<file path="config.mk">
export PLATFORM = sky130hd
export DESIGN_NAME = pc_fetch_unit
export DESIGN_NICKNAME = d
export VERILOG_FILES = /design/src/rtl/pc_fetch_unit.sv
export SDC_FILE = /design/constraint.sdc
export NUM_CORES = 1
export LEC_CHECK = 0
export CORE_MARGIN = 5
export CORE_UTILIZATION = 37
export CTS_BUF_LIST = sky130_fd_sc_hd__clkbuf_16
export DETAILED_ROUTE_END_ITERATION = 7
export PLACE_DENSITY = 0.82
export RECOVER_POWER = 100
export SLEW_MARGIN = 10
export SYNTH_ARGS = -nofsm -noshare
export SYNTH_HDL_FRONTEND = slang
export SYNTH_SLANG_ARGS = --single-unit
export TNS_END_PERCENT = 30
</file>
<file path="constraint.sdc">
create_clock -name clock -period 2.8 [get_ports clock]
set_input_delay 0.28 -clock clock [delete_from_list [all_inputs] [get_ports clock]]
set_output_delay 0.28 -clock clock [all_outputs]
set_load 0.02 [all_outputs]
</file>
<file path="src/rtl/pc_fetch_unit.sv">
// pc_fetch_unit
//   Holds the architectural program counter, fetches the instruction at that
//   address from instruction memory and presents it to decode/execute. A new
//   PC from the BranchALU is committed on pcWriteEnable while an instruction
//   is held; a misaligned target halts the unit until reset.
//
// Ports
//   clock                in   system clock, rising edge
//   reset                in   asynchronous, active-high reset
//   programCounterInput  in   [31:0] next PC from the BranchALU
//   pcWriteEnable        in   retire held instruction and commit next PC
//   pcOfInstruction      out  [31:0] PC of the held instruction
//   fetchAddress         out  [31:0] memory request address (== PC)
//   fetchRequest         out  memory request valid
//   fetchReady           in   memory accepts the request this cycle
//   fetchDataValid       in   memory response valid
//   fetchData            in   [31:0] memory response word
//   instruction          out  [31:0] held instruction word
//   instructionValid     out  held instruction/PC valid for decode/execute
//   pcMisaligned         out  sticky: a committed target had bits [1:0] != 0
//   instructionsRetired  out  [31:0] count of successful commits (wraps)
module pc_fetch_unit #(
  // Must be word aligned (bits [1:0] == 0).
  parameter logic [31:0] RESET_VECTOR    = 32'h00000000,
  parameter logic [31:0] NOP_INSTRUCTION = 32'h00000013
) (
  input  logic        clock,
  input  logic        reset,
  input  logic [31:0] programCounterInput,
  input  logic        pcWriteEnable,
  output logic [31:0] pcOfInstruction,
  output logic [31:0] fetchAddress,
  output logic        fetchRequest,
  input  logic        fetchReady,
  input  logic        fetchDataValid,
  input  logic [31:0] fetchData,
  output logic [31:0] instruction,
  output logic        instructionValid,
  output logic        pcMisaligned,
  output logic [31:0] instructionsRetired
);

  typedef enum logic [1:0] {
    FETCH_REQ = 2'd0,
    WAIT_RESP = 2'd1,
    HOLD      = 2'd2,
    HALTED    = 2'd3
  } state_t;

  state_t      state;
  logic [31:0] pc_q;
  logic [31:0] instr_q;
  logic [31:0] retired_count;
  logic        instr_valid_q;
  logic        misaligned_q;

  function automatic logic is_word_aligned(input logic [31:0] addr);
    return (addr[1:0] == 2'b00);
  endfunction

  always_ff @(posedge clock or posedge reset) begin
    if (reset) begin
      state         <= FETCH_REQ;
      pc_q          <= RESET_VECTOR;
      instr_q       <= NOP_INSTRUCTION;
      instr_valid_q <= 1'b0;
      misaligned_q  <= 1'b0;
      retired_count <= 32'd0;
    end else begin
      case (state)
        FETCH_REQ: begin
          // Address and request stay stable until the memory accepts.
          if (fetchReady) begin
            state <= WAIT_RESP;
          end
        end
        WAIT_RESP: begin
          if (fetchDataValid) begin
            instr_q       <= fetchData;
            instr_valid_q <= 1'b1;
            state         <= HOLD;
          end
        end
        HOLD: begin
          if (pcWriteEnable) begin
            instr_valid_q <= 1'b0;
            if (is_word_aligned(programCounterInput)) begin
              pc_q          <= programCounterInput;
              retired_count <= retired_count + 32'd1;
              state         <= FETCH_REQ;
            end else begin
              // PC and count are left at the faulting instruction.
              misaligned_q <= 1'b1;
              state        <= HALTED;
            end
          end
        end
        HALTED: begin
          // Terminal until reset.
        end
        default: begin
          state         <= HALTED;
          instr_valid_q <= 1'b0;
        end
      endcase
    end
  end

  // The request is gated by reset directly so it drops as soon as reset
  // rises, and is already asserted in the first cycle after release.
  assign fetchRequest        = (state == FETCH_REQ) && !reset;
  assign fetchAddress        = pc_q;
  assign pcOfInstruction     = pc_q;
  assign instruction         = instr_q;
  assign instructionValid    = instr_valid_q;
  assign pcMisaligned        = misaligned_q;
  assign instructionsRetired = retired_count;

endmodule

</file>
# Word-level counts from Yosys, hierarchy flattened
# Cells that the tools add are included.
word_totals:
  out_inout_bits: 131
  inputBits: 69
  reg_bits: 100
classes:
  mux: 8
  n_eq_ne: 5
  add_sub_neg: 1
  reduce_logical: 11
  bitwise_logic: 1
op_table:
  columns: ["cell", "count"]
  rows:
  - ["adder 32 x 1 -> 32 bit, second input constant", 1]
  - ["AND reduction 3 bit", 3]
  - ["two-way mux 2 bit", 4]
  - ["!= test 2 bit, second input constant", 3]
  - ["case mux 2 bit (3 select lines)", 1]
  - ["logical NOT 2 bit", 2]
  - ["AND reduction 4 bit", 1]
  - ["nonzero test 3 bit", 1]
  - ["== test 2 x 1 -> 1 bit, second input constant", 1]
  - ["== test 2 bit, second input constant", 1]
  - ["two-way mux 1 bit", 2]
  - ["case mux 1 bit (2 select lines)", 1]
  - ["AND reduction 2 bit", 1]
  - ["nonzero test 2 bit", 1]
  - ["logical AND 1 bit", 1]
  - ["logical NOT 1 bit", 1]
  - ["NOT 1 bit", 1]

# Depth between registers and ports, before layout
# Gate-level depths: netlist of run 1.
logic_depth:
  word_depth: 4
  depth_mapped: 7

# Worst setup path after synthesis of run 1
# Ideal clock, no wire load.
synth_path:
  path_type: "reg2reg"
  start: "register state[0]"
  end: "register retired_count[17] (netlist: instructionsRetired[17])"
  setup_time_ns: 0.131
  required_ns: 2.669
  arrival_ns: 1.576
  slack_ns: 1.094
  period_less_slack_ns: 1.706
  stages_incl_launch_ff: 8
  path_buffers: 1
  path_cell_list: "dfrtp_1 > inv_1 > ha_1 > nand4bb_4 > buf_2 > nor2_1 > nand4_1 > xnor2_1"
synth_between:
  elab_chain_cells: 2
synth_rtl:
  columns: ["item", "line", "source"]
  rows:
  - ["start, declared", "50", "state_t state;"]
  - ["start signal, assigned", "63", "state <= FETCH_REQ;"]
  - ["start signal, assigned", "74", "state <= WAIT_RESP;"]
  - ["start signal, assigned", "81", "state <= HOLD;"]
  - ["== test 2 bit", "70", "case (state)"]
  - ["AND reduction 3 bit (no line)", null, null]
  - ["end signal, assigned", "89", "retired_count <= retired_count + 32'd1;"]
  - ["end, declared", "53", "logic [31:0] retired_count;"]
# Every way passes these cells.
# A chain may end at the register's enable or synchronous reset.

# Final worst setup path of run 1
layout_path:
  start: "register state[0]"
  end: "register retired_count[30] (netlist: instructionsRetired[30])"
# The elaborated chain is that of the path after synthesis.

==> flow_summary.json, run 1 <==
{
  "finish.utilization_pct": 56.9,
  "drt-total-wl_um": 11300,
  "post-dp-hpwl_um": 8660,
  "ys_ff_latch": 100,
  "seq_area_frac_synth_pct": 57.9,
  "required_ns": 3.02,
  "htreeDepth": 3,
  "grt_first_pass_wirelength_um": 19200,
  "cts_resized": 0,
  "finalCriticalPeriod_ns": 2.22,
  "p_leak_uw": 0.00346,
  "grt-ovfl-total": 0,
  "synth_warnings": 0,
  "ys_types": 33,
  "synthTopCellsByCount": "nand2_1, dfrtp_1, buf_4, mux2_2, xnor2_1",
  "grt_max_degree": 53,
  "post_drt_wl_per_cell_um": 16.0,
  "cp.arrival_ns": 2.45,
  "die-width_um": 118,
  "drv_cap": 0,
  "clk_pin_slew_ns": 0.07,
  "clkLatencyLatePin_ns": 0.33,
  "synth_edf_count": 0,
  "cts_sinks": 100,
  "num_io_pins": 200,
  "nFillCells": 961,
  "hold_buffers": 0,
  "coreArea_mm2": 0.0115,
  "critPathLaunchType": "flop",
  "synth_top_area_share_pct": 56.1,
  "start_util_pct": 37.8,
  "hp-class": "input pin to flop",
  "cts_tree": "built",
  "status": "finished clean",
  "fin_crit_sh_pct": 79.4,
  "cts_max_path_buffers": 2,
  "portBuffers": 199,
  "maxSlewViolCount": 0,
  "cp-end-kind": "flop",
  "drtIter0Drc": 129,
  "crit_type": "flop to flop",
  "area_delta_synth_final_pct": 50.8,
  "chipHeight_um": 118,
  "grt_pass1_vias": 3723,
  "grt_usage_pct": 16.5,
  "tightest_slew_ns": 1.12,
  "async_flop_share_pct": 100,
  "post-cts-setup-buffers": 0,
  "drc": 0,
  "syn_area_mm2": 0.00433,
  "slew_headroom_pct": 24.8,
  "nNetsFinal": 633,
  "antenna_cells": 0,
  "synth_area_leaders": "dfrtp_1, nand2_1, mux2_2, buf_4, xnor2_1",
  "vias": 3393,
  "final_layout_size_suffix_gt1_share_pct": 10.1,
  "rsz0062_at_grt": "no",
  "peakVddDrop_mv": 0.400,
  "max_freq_ghz": 0.450,
  "finalSetupViolCount": 0,
  "setup_ws_ns": 0.576,
  "tns_ns": 0,
  "place_ws_ns": 0.557,
  "power.density_mw_per_mm2": 424,
  "synth_flop_cell": "dfrtp_1",
  "hold_viol_final": 0,
  "dieArea_mm2": 0.0140,
  "total_power_uw": 2770,
  "syn_nets": 460,
  "yosys.area.top_type": "dfrtp_1",
  "fp-row-count": 39,
  "vias_per_cell": 4.80,
  "postSynthCellCount": 387,
  "cts_buffers": 9,
  "first_pass_iters": 4,
  "fin_skew_ns": 0.00782,
  "ant_nets": 0,
  "root_buffer": "clkbuf_16",
  "syn_avg_cell_area_um2": 11.2,
  "crit_fanout": 12,
  "grt_antenna_before_repair": 0,
  "yosysMostFrequentCell": "nand2_1",
  "gp_congestion": 0.833
}
metal layers:
metal / global-route usage (%) / wire length [um] / vias to the layer above
li1: - / - / 1599
met2: 28.1 / 5880 / 141
met5: 0 / 0 / -
met4: 5.16 / 215 / 0
met3: 4.58 / 649 / 19
met1: 20.5 / 4600 / 1634
stage by stage:
stage,instance area [um2],hold slack (ns),instances
5_1_grt,6530,0.468,707
3_3_place_gp,6280,0.457,692
2_1_floorplan,4330,0.385,387
6_report,6530,0.469,707
3_5_place_dp,6280,0.465,692
4_1_cts,6560,0.402,707
sequential cells by signal (all words and copies together), names as in the netlist:
register	count
instructionsRetired	32
fetchAddress	32
instructionValid	1
instruction	32
pcMisaligned	1
state	2
where the power goes:
part	internal, uW	total [uW]	switching (uW)
logic	88.1	132	43.6
clock network	680	1190	511
registers	1440	1440	0
final cells by class:
class	instances	area, um2	share of cell area, %
sequential	100	2510	38.4
timing repair buffer	204	2030	31.1
multi-input combinational	241	1520	23.2
clock buffer	9	225	3.45
tap	143	179	2.74
clock inverter	6	56.3	0.862
inverter	4	16.3	0.249
kinds of logic (layout without fill, tap and decap cells):
| group | Yosys count | in the layout | share of synthesized area, % |
|---|---|---|---|
| compound gates | 7 | 7 | 1.01 |
| xor+xnor | 31 | 31 | 6.27 |
| fa+ha+maj | 4 | 4 | 1.16 |
| buf+inv | 46 | 223 | 6.79 |
| flops | 100 | 100 | 57.9 |
| mux | 34 | 34 | 8.79 |
| simple gates | 165 | 165 | 18.1 |
layout by cell type, fill, tap and decap left out, drive strengths merged:
| cell | n |
|---|---|
| a21o | 1 |
| a21oi | 2 |
| and2 | 4 |
| and3 | 6 |
| and4 | 2 |
| buf | 1 |
| bufinv | 1 |
| clkbuf | 13 |
| clkdlybuf4s50 | 67 |
| clkinv | 4 |
| clkinvlp | 2 |
| dfrtp | 97 |
| dfstp | 3 |
| dlygate4sd3 | 132 |
| ha | 4 |
| inv | 3 |
| mux2 | 32 |
| mux2i | 2 |
| nand2 | 103 |
| nand2b | 2 |
| nand3 | 12 |
| nand4 | 18 |
| nand4bb | 1 |
| nor2 | 5 |
| nor2b | 2 |
| nor3 | 7 |
| nor4 | 2 |
| o21a | 1 |
| o21ai | 2 |
| o311ai | 1 |
| or3 | 1 |
| xnor2 | 24 |
| xor2 | 7 |
critical path: stages, from the launching register on:
cell and delay, ns:
dfrtp_1 0.39, inv_1 0.11, ha_1 0.30, nand4bb_4 0.27, nor4_1 0.65, nand4_1 0.22, xnor2_1 0.17
final timing paths:
kind,slack (ns),to,cells after the start,start
max in group asynchronous,1.00,instruction[2]$_DFFE_PP0P_,3,reset
hold / removal,0.47,fetchAddress[25]$_DFFE_PP0P_,3,programCounterInput[25]
min in group asynchronous,0.66,pcMisaligned$_DFFE_PP0P_,2,reset
setup reg to reg,0.58,instructionsRetired[30]$_DFFE_PP0P_,6,state[0]$_DFFE_PP0P_
setup / recovery,0.58,instructionsRetired[30]$_DFFE_PP0P_,6,state[0]$_DFFE_PP0P_
hold reg to reg,0.48,pcMisaligned$_DFFE_PP0P_,1,pcMisaligned$_DFFE_PP0P_
No activity file was read; power rests on OpenSTA's default activity.
==> inputs of run 2 (changes only) <==
- clock period: 2.8 -> 1.9 ns (I/O delays scaled with it)
==> run 2 against run 1 <==
Net effect: worst setup slack got worse by 0.49 ns; worst hold slack lost 0.088 ns; cell area increased by 1.8%; critical path type unchanged; largest power group unchanged; highest routed layer unchanged.
==> flow_summary.json, run 2 (synthesis gave the netlist of run 1 again) <==
{
  "nFillCells": 963,
  "hold_buffers": 0,
  "stdcell_count": 720,
  "grt-ovfl-total": 0,
  "hp-class": "input pin to flop",
  "slew_headroom_pct": 38.7,
  "area_delta_synth_final_pct": 53.5,
  "grt_usage_pct": 16.1,
  "chipHeight_um": 118,
  "rsz0062_at_grt": "no",
  "finalCriticalPeriod_ns": 1.81,
  "path_buf_inv": 1,
  "coreArea_mm2": 0.0115,
  "path_delay_family": "simple AND/OR/NAND/NOR gates",
  "place_ws_ns": 0.0260,
  "fin_crit_sh_pct": 95.4,
  "grt_pass1_vias": 3750,
  "portBuffers": 199,
  "tns_ns": 0,
  "start_util_pct": 37.8,
  "grt_first_pass_wirelength_um": 18600,
  "power.density_mw_per_mm2": 614,
  "antenna_cells": 0,
  "post-dp-hpwl_um": 8710,
  "first_pass_iters": 4,
  "fp-row-count": 39,
  "dpl_cell_area_mm2": 0.00638,
  "crit_slowest_cell": "or3_4",
  "drtIter0Drc": 118,
  "root_buffer": "clkbuf_16",
  "place_inst": 704,
  "final_layout_size_suffix_gt1_share_pct": 12.1,
  "cts_max_path_buffers": 2,
  "num_io_pins": 200,
  "ant_nets": 0,
  "nNetsFinal": 645,
  "critPathLaunchType": "flop",
  "p_leak_uw": 0.00352,
  "peakVddDrop_mv": 0.448,
  "drv_cap": 0,
  "die-width_um": 118,
  "drt-total-wl_um": 11200,
  "htreeDepth": 3,
  "cp-end-kind": "flop",
  "post_drt_wl_per_cell_um": 15.6,
  "max_freq_ghz": 0.552,
  "layout_common_cells": "dlygate4sd3_1, nand2_1, dfrtp_1",
  "grt_max_degree": 70,
  "slowest_delay_ns": 0.44,
  "cp_cell_sequence": "inv_1 -> ha_1 -> nand4bb_4 -> or3_4 -> nor3_1 -> xor2_1",
  "total_power_uw": 4080,
  "gp_congestion": 0.818,
  "hold_viol_final": 0,
  "vias": 3413,
  "setup_ws_ns": 0.0883,
  "crit_type": "flop to flop",
  "cts_tree": "built",
  "clkLatencyLatePin_ns": 0.33,
  "final_area_mm2": 0.00665,
  "layout_commonest_cell": "dlygate4sd3_1",
  "finalSetupViolCount": 0,
  "fin_skew_ns": 0.00888,
  "cts_sinks": 100,
  "drc": 0,
  "tightest_slew_ns": 0.920,
  "cts_buffers": 9,
  "maxSlewViolCount": 0,
  "status": "finished clean",
  "grt_antenna_before_repair": 0,
  "post-cts-setup-buffers": 0,
  "crit_fanout": 7,
  "clk_pin_slew_ns": 0.07,
  "cp.arrival_ns": 2.07,
  "required_ns": 2.16,
  "dieArea_mm2": 0.0140,
  "vias_per_cell": 4.74
}
==> run 2: worst paths after layout <==
check                           cells past startpoint  slack, ns                             endpoint                      from
worst max-delay path                                6       0.09  instructionsRetired[10]$_DFFE_PP0P_      state[0]$_DFFE_PP0P_
worst min-delay path                                3       0.38          fetchAddress[6]$_DFFE_PP0P_    programCounterInput[6]
worst max register to register                      6       0.09  instructionsRetired[10]$_DFFE_PP0P_      state[0]$_DFFE_PP0P_
worst min register to register                      1       0.46             pcMisaligned$_DFFE_PP0P_  pcMisaligned$_DFFE_PP0P_
max in group asynchronous                           3       0.60   instructionsRetired[3]$_DFFE_PP0P_                     reset
min in group asynchronous                           3       0.62                 state[0]$_DFFE_PP0P_                     reset
==> run 2: worst min-delay path, delay by kind of cell <==
family	cells	cell delay (ns)
buf+inv	1	0.39
simple gates	2	0.10
==> run 2: routing by layer <==
layer	routed length [um]	track usage (%)	vias up	part of all wire, %
li1	-	-	1630	-
met3	657	4.30	17	5.8
met5	0	0	-	0
met4	230	6.24	0	2.0
met1	4640	20.0	1647	41
met2	5720	26.9	119	51
==> run 2: through the flow <==
step,util [%],hold slack (ns)
4_1_cts,58.1,0.367
5_1_grt,57.9,0.381
6_report,57.9,0.381
3_3_place_gp,55.7,0.444
2_1_floorplan,-,0.295
3_5_place_dp,55.7,0.447
==> run 2: area by class of cell <==
class                           count  area, um2  share of cell area (%)
Clock buffer                        9        225                    3.39
Clock inverter                      7       60.1                   0.904
Inverter                            4       18.8                   0.282
Multi-Input combinational cell    241       1540                    23.2
Sequential cell                   100       2510                    37.7
Tap cell                          143        179                    2.69
Timing Repair Buffer              216       2120                    31.8
==> run 2: power breakdown <==
part           switching (uW)  total, uW  leakage (uW)  internal, uW
clock network             753       1760      0.000139          1000
logic                    65.6        196       0.00201           131
registers                   0       2130       0.00138          2130
total                     819       4080       0.00352          3260
==> run 2: timing repair <==
action | CTS | global route
resized for setup | 1 | 3
hold endpoints to repair | 0 | 0
cloned | 0 | 0
pin swaps | 0 | 0
endpoints found under the setup margin | 1 | 9
==> inputs of run 3 (changes only) <==
- GPL_ROUTABILITY_DRIVEN: unset -> 0
==> results of run 3 <==
No change in the layout: final DEF, timing and power equal those of run 2.
